`src/rtl/direction_toggle_debouncer_if.sv`:
```
// ---------------------------------------------------------------------------
// direction_toggle_debouncer_if
//   Groups the button input and the direction/debounce outputs of the
//   direction toggle debouncer.
//   Signals:
//     btn_raw    raw, asynchronous, bouncing button level (1 = pressed)
//     sel        registered direction select (1 = count down, 0 = count up)
//     btn_pulse  one-cycle pulse per accepted press
//     stable     debounced button level
//   Modports:
//     master  drives btn_raw, observes the outputs (button side / bench)
//     slave   the debouncer itself
// ---------------------------------------------------------------------------
interface direction_toggle_debouncer_if;
    logic btn_raw;
    logic sel;
    logic btn_pulse;
    logic stable;

    modport master (
        output btn_raw,
        input  sel,
        input  btn_pulse,
        input  stable
    );

    modport slave (
        input  btn_raw,
        output sel,
        output btn_pulse,
        output stable
    );
endinterface

```
`src/rtl/direction_toggle_debouncer.sv`:
```
// ---------------------------------------------------------------------------
// direction_toggle_debouncer
//   Turns a bouncing push-button into a clean direction select for the 3-bit
//   up/down counter. Every accepted press toggles sel exactly once, no matter
//   how long the button is held. Also exports the debounced level (stable)
//   and a one-cycle press pulse (btn_pulse).
//   Ports:
//     clk    rising-edge clock shared with the counter
//     clear  synchronous active-high reset; overrides everything at its edge
//     bus    slave side of direction_toggle_debouncer_if
//            (btn_raw in; sel, btn_pulse, stable out, all registered)
//   Parameters:
//     DEBOUNCE_CYCLES  samples after the first needed to accept a level (>=1)
//     INIT_DIR         value of sel after reset
// ---------------------------------------------------------------------------
module direction_toggle_debouncer #(
    parameter int   DEBOUNCE_CYCLES = 4,
    parameter logic INIT_DIR        = 1'b1
) (
    input  logic                          clk,
    input  logic                          clear,
    direction_toggle_debouncer_if.slave   bus
);

    localparam int CW = $clog2(DEBOUNCE_CYCLES + 1);
    localparam logic [CW-1:0] CNT_LAST = CW'(DEBOUNCE_CYCLES - 1);
    localparam logic [CW-1:0] CNT_MAX  = CW'(DEBOUNCE_CYCLES);

    localparam logic [1:0] IDLE         = 2'd0;
    localparam logic [1:0] PRESS_WAIT   = 2'd1;
    localparam logic [1:0] PRESSED      = 2'd2;
    localparam logic [1:0] RELEASE_WAIT = 2'd3;

    logic          sync1_q, sync2_q;
    logic [1:0]    state_q, state_d;
    logic [CW-1:0] cnt_q, cnt_d, cnt_inc;
    logic          sel_q, sel_d;
    logic          pulse_q, pulse_d;
    logic          stable_q, stable_d;

    // Saturating increment: the counter must never wrap back to zero.
    assign cnt_inc = (cnt_q == CNT_MAX) ? cnt_q : cnt_q + CW'(1);

    always_comb begin
        state_d = state_q;
        cnt_d   = cnt_q;
        sel_d   = sel_q;
        pulse_d = 1'b0;
        case (state_q)
            IDLE: begin
                if (sync2_q) begin
                    state_d = PRESS_WAIT;
                    cnt_d   = '0;
                end
            end
            PRESS_WAIT: begin
                if (!sync2_q) begin
                    state_d = IDLE;           // glitch, no toggle
                end else if (cnt_q == CNT_LAST) begin
                    state_d = PRESSED;
                    sel_d   = ~sel_q;
                    pulse_d = 1'b1;
                end else begin
                    cnt_d   = cnt_inc;
                end
            end
            PRESSED: begin
                if (!sync2_q) begin
                    state_d = RELEASE_WAIT;
                    cnt_d   = '0;
                end
            end
            default: begin // RELEASE_WAIT
                if (sync2_q) begin
                    state_d = PRESSED;        // release bounce, no new press
                end else if (cnt_q == CNT_LAST) begin
                    state_d = IDLE;
                end else begin
                    cnt_d   = cnt_inc;
                end
            end
        endcase
        // Debounced level follows the next state so it is registered with it.
        stable_d = (state_d == PRESSED) || (state_d == RELEASE_WAIT);
    end

    always_ff @(posedge clk) begin
        if (clear) begin
            sync1_q  <= 1'b0;
            sync2_q  <= 1'b0;
            state_q  <= IDLE;
            cnt_q    <= '0;
            sel_q    <= INIT_DIR;
            pulse_q  <= 1'b0;
            stable_q <= 1'b0;
        end else begin
            sync1_q  <= bus.btn_raw;
            sync2_q  <= sync1_q;
            state_q  <= state_d;
            cnt_q    <= cnt_d;
            sel_q    <= sel_d;
            pulse_q  <= pulse_d;
            stable_q <= stable_d;
        end
    end

    assign bus.sel       = sel_q;
    assign bus.btn_pulse = pulse_q;
    assign bus.stable    = stable_q;

endmodule

```
`src/flat_wrapper.sv`:
```
// flat-port wrapper written by rule: the top's interface ports become plain ports
module direction_toggle_debouncer_flat 
#(
    parameter int   DEBOUNCE_CYCLES = 4,
    parameter logic INIT_DIR        = 1'b1
)
  (clk, clear, bus_btn_raw, bus_sel, bus_btn_pulse, bus_stable);
  direction_toggle_debouncer_if bus_i ();
  input  logic clk;
  input  logic clear;
  input wire logic [$bits(bus_i.btn_raw)-1:0] bus_btn_raw;
  output wire logic [$bits(bus_i.sel)-1:0] bus_sel;
  output wire logic [$bits(bus_i.btn_pulse)-1:0] bus_btn_pulse;
  output wire logic [$bits(bus_i.stable)-1:0] bus_stable;
  assign bus_i.btn_raw = bus_btn_raw;
  assign bus_sel = bus_i.sel;
  assign bus_btn_pulse = bus_i.btn_pulse;
  assign bus_stable = bus_i.stable;
  direction_toggle_debouncer #(.DEBOUNCE_CYCLES(DEBOUNCE_CYCLES), .INIT_DIR(INIT_DIR)) u_core (.clk(clk), .clear(clear), .bus(bus_i));
endmodule
```
`config.mk`:
```
export PLATFORM = sky130hd
export DESIGN_NAME = direction_toggle_debouncer_flat
export DESIGN_NICKNAME = d
export VERILOG_FILES = /design/src/rtl/direction_toggle_debouncer_if.sv /design/src/rtl/direction_toggle_debouncer.sv /design/src/flat_wrapper.sv
export SDC_FILE = /design/constraint.sdc
export NUM_CORES = 1
export LEC_CHECK = 0
export CAP_MARGIN = 0
export CORE_AREA = 2 2 39 41
export CTS_BUF_LIST = sky130_fd_sc_hd__clkbuf_2
export DETAILED_ROUTE_END_ITERATION = 8
export DIE_AREA = 0 0 41 43
export GPL_TIMING_DRIVEN = 0
export PLACE_DENSITY = 0.49
export SLEW_MARGIN = 10
export SYNTH_ARGS = -nofsm -noshare
export SYNTH_HDL_FRONTEND = slang
export SYNTH_SLANG_ARGS = --single-unit
export TNS_END_PERCENT = 1
```
`constraint.sdc`:
```
create_clock -name clk -period 4.3 [get_ports clk]
set_clock_uncertainty 0.1 [all_clocks]
set_input_delay 0.86 -clock clk [delete_from_list [all_inputs] [get_ports clk]]
set_output_delay 0.86 -clock clk [all_outputs]
set_load 0.05 [all_outputs]
```
Word-level counts from Yosys, hierarchy flattened. Cells that the tools add are included.

Bits in registers: 10. Input port bits: 3. Output and inout port bits: 3. Logic and storage cells: 41.

$add $sub $neg: 1. Equality and inequality tests: 10. Mux-type cells: 15. Bitwise logic cells: 3. Reduce and logical (&&, ||, !) cells: 5.

Operator list (count): 3-bit 2-to-1 mux (6); 2-bit 2-to-1 mux (6); 3-bit case mux with 3 select lines (1); 2-bit equality test, second input constant (3); 2-bit case mux with 3 select lines (1); 2-bit by 1-bit != test with 1-bit output, second input constant (2); 4-bit AND reduction (1); 3-bit by 1-bit adder with 3-bit output, second input constant (1); 3-bit by 2-bit equality test with 1-bit output, second input constant (1); 3-bit equality test, second input constant (1); 3-bit != test, second input constant (1); 1-bit inverter (3); 3-bit AND reduction (1); 3-bit OR reduction (1); 2-bit by 1-bit equality test with 1-bit output, second input constant (1); 2-bit logical NOT (1); 2-bit != test, second input constant (1); 1-bit logical OR (1); 1-bit 2-to-1 mux (1).

Longest topological paths before layout. Gate-level depths: netlist of run 1.

Depth after elaboration: 6. Gate-level depth with buffers: 5. Gate-level depth less buffers: 5.

Least setup slack after synthesis of run 1. No wires, ideal clock.

Path kind: reg2out. Start point: register, netlist name u_core.state_q[1]. End point: output bus_stable. Arrival time: 0.702 ns. Data required time: 3.340 ns. Setup slack: 2.638 ns. Cell stages (with the launch flop): 1. Buffers on the path: 0. Path through: dfxtp_1.

RTL lines: end: declaration (RTL line flat_wrapper.sv:14) `output wire logic [$bits(bus_i.stable)-1:0] bus_stable;`.

==> impl_metrics.toml, run 1 <==
[worst_setup_path]
regToRegSetupSlack_ps = 2820
cp_slowest_cell = "clkdlybuf4s50_1"
startpoint = "u_core.state_q[1]$_SDFF_PP0_"
critPathRequiredTime_ps = 3340
crit_path_end_kind = "primary output"
reg2regPathDepth = 5
cp_top_family = "buffers and inverters"
cp_num_buf_inv = 1
slowest_delay_ps = 850
cp_cell_sequence = "clkdlybuf4s50_1"
critPathLaunchType = "flop"
r2r-start = "u_core.cnt_q[0]$_SDFFE_PP0P_"
arrival_ps = 1550
crit_type = "flop to primary output"
r2r-end = "u_core.cnt_q[2]$_SDFFE_PP0P_"
cp_max_fo = 5

[detailed_routing]
first_pass_iters = 3
route.vias.total = 312
detail_route.wl_per_cell_um = 9.81
wl_met1_um = 330
routed_wl_um = 687
drc = 0
vias_per_cell = 4.46
ant_nets = 0
wl_met2_um = 321
top_layer_used = "met4"
drt_iter0_drc = 2
wl_met3_um = 27

[cells_and_area]
drive_above_1_share_pct = 13.0
antenna_cells = 0
fin_nets = 61
num-fill-cells = 144
area_growth_pct = 22.0
final_util_pct = 36.2

[logic_synthesis]
ys_seq_area_share_pct = 43.9
synth_area_leader_cell = "dfxtp_1"
synth_common_cells = "dfxtp_1, nand2_1, inv_1"
yosysMostFrequentCell = "dfxtp_1"
syn_inst = 45
synth_ff_type = "dfxtp_1"
synth_edf_count = 0
yosysWarnings = 0
netlist_area_sq_um = 410
synth.net_count = 51
synth_top_area_share_pct = 43.9
synthArstFlopShare_pct = 0
ys_types = 19
post_synth.cell_area_avg_sq_um = 9.12
ys_ff_latch = 9
synthTopCellsByArea = "dfxtp_1, ha_1, nand2_1"

[die]
num_io_pins = 6
die_w_um = 41
initial_utilization_pct = 29.7
placeableCoreArea_sq_um = 1380
dieArea_sq_um = 1760
dieHeight_um = 43
row_count = 14

[clock_network]
cts_made_buffers = 3
ctsLongestPathBuffers = 2
clk_pin_slew_worst_paths_ps = 90
root_buffer = "clkbuf_2"
worstSkewPairLatency_ps = 240
clock_sinks = 9
cts_setup_buffers = 0
cts-resized-gates = 0
h-tree-depth = 1
ctsHoldBuffers = 0
cts_tree = "yes"

[global_route]
grt_max_degree = 9
track_usage_pct = 11.6
antenna_found_initial = 0
grt_pass1_wl_um = 1370
grt_pass1_vias = 340
gr-total-overflow = 0

[pwr]
p_total_mw = 0.144
powerDensity_nw_per_um2 = 289
peakVddDrop_mv = 0.120
p_leak_nw = 0.205

[sta]
worstMarginPinSlew_ps = 493
maxSlewViolCount = 0
finalSetupViolCount = 0
hold_violations = 0
period_share_pct = 58.3
tns_ps = 0
period_needed_ps = 2510
rsz0062_at_grt = "false"
fmax_ghz = 0.399
slew-limit-headroom_pct = 67.0

[hold_path]
hp-class = "flop to flop"
min_from = "u_core.sync1_q$_SDFF_PP0_"
hold_end = "u_core.sync2_q$_SDFF_PP0_"
min_path_cells = 1

[placement]
place_congestion = 0.657
hpwl_um = 513
io_buffers = 5

[outcome]
outcome = "finished, final reports clean"

[run]
max-cap-violations = 0
worst max path at each step:
stage / endpoint / cells past startpoint
4_1_cts: bus_stable / 1
3_3_place_gp: bus_stable / 1
2_1_floorplan: bus_stable / 0
5_1_grt: bus_stable / 1
3_5_place_dp: bus_stable / 1
6_report: bus_stable / 1
power by group:
| group | switching (mW) | total, mW | internal [mW] |
|---|---|---|---|
| sequential | 0.000810 | 0.0853 | 0.0844 |
| clock | 0.0284 | 0.0532 | 0.0247 |
| combinational | 0.00295 | 0.00598 | 0.00303 |
| total | 0.0322 | 0.144 | 0.112 |
cells by family (layout without fill, tap and decap cells):
kind of cell               after synthesis  count (layout)  share of synthesized area, %
buffers and inverters                    6              15                          5.79
and+or+nand+nor                         17              17                          20.7
xor gates and xnor gates                 3               3                          8.23
adders and majority gates                3               3                          9.15
AOI/OAI and AO/OA                        7               7                          12.2
DFF                                      9               9                          43.9
placed cells by master (no fill, tap or decap):
cell	instances
a211oi_2	1
a21o_1	1
a21oi_1	2
a31oi_1	2
and3_1	1
buf_2	1
clkbuf_2	4
clkdlybuf4s50_1	5
dfxtp_1	9
ha_1	3
inv_1	5
nand2_1	6
nand3_1	3
nand4_1	2
nand4b_1	1
nor2_1	2
nor2b_1	2
o211ai_1	1
xnor2_1	1
xor2_1	1
xor2_2	1
through the flow:
step | hold WS, ps | instances | setup WS, ps | cell area (sq um)
3_5_place_dp | 324 | 66 | 2070 | 480
3_3_place_gp | 321 | 66 | 2070 | 480
4_1_cts | 348 | 70 | 1770 | 500
5_1_grt | 367 | 70 | 1720 | 500
6_report | 344 | 70 | 1790 | 500
2_1_floorplan | 314 | 45 | 2640 | 410
per-layer routing:
layer / up-vias / GRT usage (%)
met5: - / 0
met3: 2 / 1.57
met2: 7 / 15.0
met1: 133 / 16.1
met4: 0 / 10.0
li1: 170 / -
sequential cells by signal, indices dropped and copies added (netlist names):
name,cells
u_core.cnt_q,3
u_core.state_q,2
u_core.bus.btn_pulse,1
u_core.bus.sel,1
u_core.sync1_q,1
u_core.sync2_q,1
area by class of cell:
cell class	count	area (sq um)	share of cell area [%]
clock buffer	4	20.0	4.00
multi-input combinational	30	206	41.3
sequential	9	180	36.0
buffer	1	5.00	1.00
inverter	5	18.8	3.75
timing repair buffer	5	50.0	10.0
tap	16	20.0	4.00
Note: power is estimated with default switching activity, not from simulation.
==> inputs of run 2 (changes only) <==
- PLACE_DENSITY: 0.49 -> 0.51
- clock period: 4.3 -> 2.2 ns (I/O delays scaled with it)
==> run 2 against run 1 <==
Net effect: routed wire length is 3.9% higher; non-clock buffer count stayed put; cell count stayed put; sequential cell count is the same; global-route usage down 0.42 points; die area stayed put; count of clock-buffer cells in the layout unchanged; sequential share of layout area did not move; combinational power increased by 97%; via count rose by 6.1%; utilization unchanged.
==> impl_metrics.toml, run 2 (synthesis gave the netlist of run 1 again) <==
[outcome]
outcome = "finished, final reports clean"

[sta]
maxSlewViolCount = 0
rsz0062_at_grt = "false"
hold_violations = 0
finalSetupViolCount = 0
tns_ps = 0
fmax_ghz = 0.479
holdWs_ps = 349
period_needed_ps = 2090
period_share_pct = 95.0
worstMarginPinSlew_ps = 492
slew-limit-headroom_pct = 67.1

[cells_and_area]
num-fill-cells = 152
finalInstanceArea_sq_um = 500
top_register = "u_core.cnt_q"
area_growth_pct = 22.0
antenna_cells = 0
fin_nets = 61
reg_top3 = "u_core.cnt_q (3), u_core.state_q (2)"
drive_above_1_share_pct = 13.0
layout_common_cells = "dfxtp_1, nand2_1, inv_1, clkdlybuf4s50_1, clkbuf_2"
mostFrequentLayoutCell = "dfxtp_1"
largest_reg_flops = 3

[clock_network]
clock_sinks = 9
clk_pin_slew_worst_paths_ps = 90
cts_tree = "yes"
cts_made_buffers = 3
h-tree-depth = 1
cts-resized-gates = 0
ctsLongestPathBuffers = 2
root_buffer = "clkbuf_2"
cts_setup_buffers = 0
ctsHoldBuffers = 0
worstSkewPairLatency_ps = 250

[pwr]
powerDensity_nw_per_um2 = 571
p_sw_mw = 0.0663
comb_power_share_pct = 4.1
seqPwrFrac_pct = 58.3
p_int_mw = 0.219
p_total_mw = 0.286
clockPowerShare_pct = 37.6
p_sw_share_pct = 23.2
p_leak_nw = 0.205
peakVddDrop_mv = 0.250

[worst_setup_path]
crit_type = "flop to primary output"
slowest_delay_ps = 850
cp_cell_sequence = "clkdlybuf4s50_1"
crit_path_end_kind = "primary output"
arrival_ps = 1550
cp_max_fo = 5
cp_slowest_cell = "clkdlybuf4s50_1"
critPathLaunchType = "flop"
cp_num_buf_inv = 1
critPathRequiredTime_ps = 1660
cp_top_family = "buffers and inverters"

[global_route]
grt_pass1_vias = 325
grt_max_degree = 9
grt_pass1_wl_um = 1290
gr-total-overflow = 0
track_usage_pct = 11.2
antenna_found_initial = 0

[placement]
place_congestion = 0.661
placed_cell_area_sq_um = 480
hpwl_um = 517
io_buffers = 5

[detailed_routing]
drt_iter0_drc = 1
drc = 0
vias_per_cell = 4.73
routed_wl_um = 714
route.vias.total = 331
ant_nets = 0
first_pass_iters = 2
detail_route.wl_per_cell_um = 10.2

[die]
initial_utilization_pct = 29.7
row_count = 14
placeableCoreArea_sq_um = 1380
num_io_pins = 6
dieArea_sq_um = 1760
die_w_um = 41
dieHeight_um = 43

[run]
max-cap-violations = 0

[hold_path]
hp-class = "flop to flop"
## run 2: cell counts in the layout (fill, tap and decap cells not counted)
Identical to the previous run, type by type.
## run 2: metrics by stage
| stage | utilization, % | setup WS (ps) | cells |
|---|---|---|---|
| floorplan | - | 802 | 45 |
| global placement | 34.7 | 387 | 66 |
| detailed placement | 34.7 | 386 | 66 |
| CTS | 36.2 | 90.8 | 70 |
| global route | 36.2 | 55.5 | 70 |
| finish | 36.2 | 111 | 70 |
## run 2: area by class of cell
type	count	area (sq um)	area share [%]
sequential	9	180	36.0
timing repair buffer	5	50.0	10.0
multi-input combinational	30	206	41.3
buffer	1	5.00	1.00
tap	16	20.0	4.00
inverter	5	18.8	3.75
clock buffer	4	20.0	4.00
## run 2: path summary, 6_finish.rpt
path | start | endpoint | slack (ps) | depth (start not counted)
worst max-delay path | u_core.state_q[1]$_SDFF_PP0_ | bus_stable | 110 | 1
worst max register to register | u_core.cnt_q[0]$_SDFFE_PP0P_ | u_core.cnt_q[2]$_SDFFE_PP0P_ | 720 | 5
worst min register to register | u_core.sync1_q$_SDFF_PP0_ | u_core.sync2_q$_SDFF_PP0_ | 350 | 1
worst min-delay path | u_core.sync1_q$_SDFF_PP0_ | u_core.sync2_q$_SDFF_PP0_ | 350 | 1
## run 2: routing by layer
metal  up-vias  share of wire [%]  global-route usage [%]
li1        172                  -                       -
met1       155                 51                    15.1
met2         4                 46                    14.7
met3         0                3.1                    1.57
met4         0                  0                    10.0
met5         -                  0                       0
## run 2: power by group through the flow
| stage | registers (mW) | clock network, mW | logic (mW) |
|---|---|---|---|
| floorplan | 0.170 | 0 | 0.00527 |
| global placement | 0.170 | 0 | 0.0120 |
| detailed placement | 0.170 | 0 | 0.0120 |
| CTS | 0.167 | 0.115 | 0.0120 |
| global route | 0.167 | 0.122 | 0.0133 |
| finish | 0.167 | 0.107 | 0.0118 |
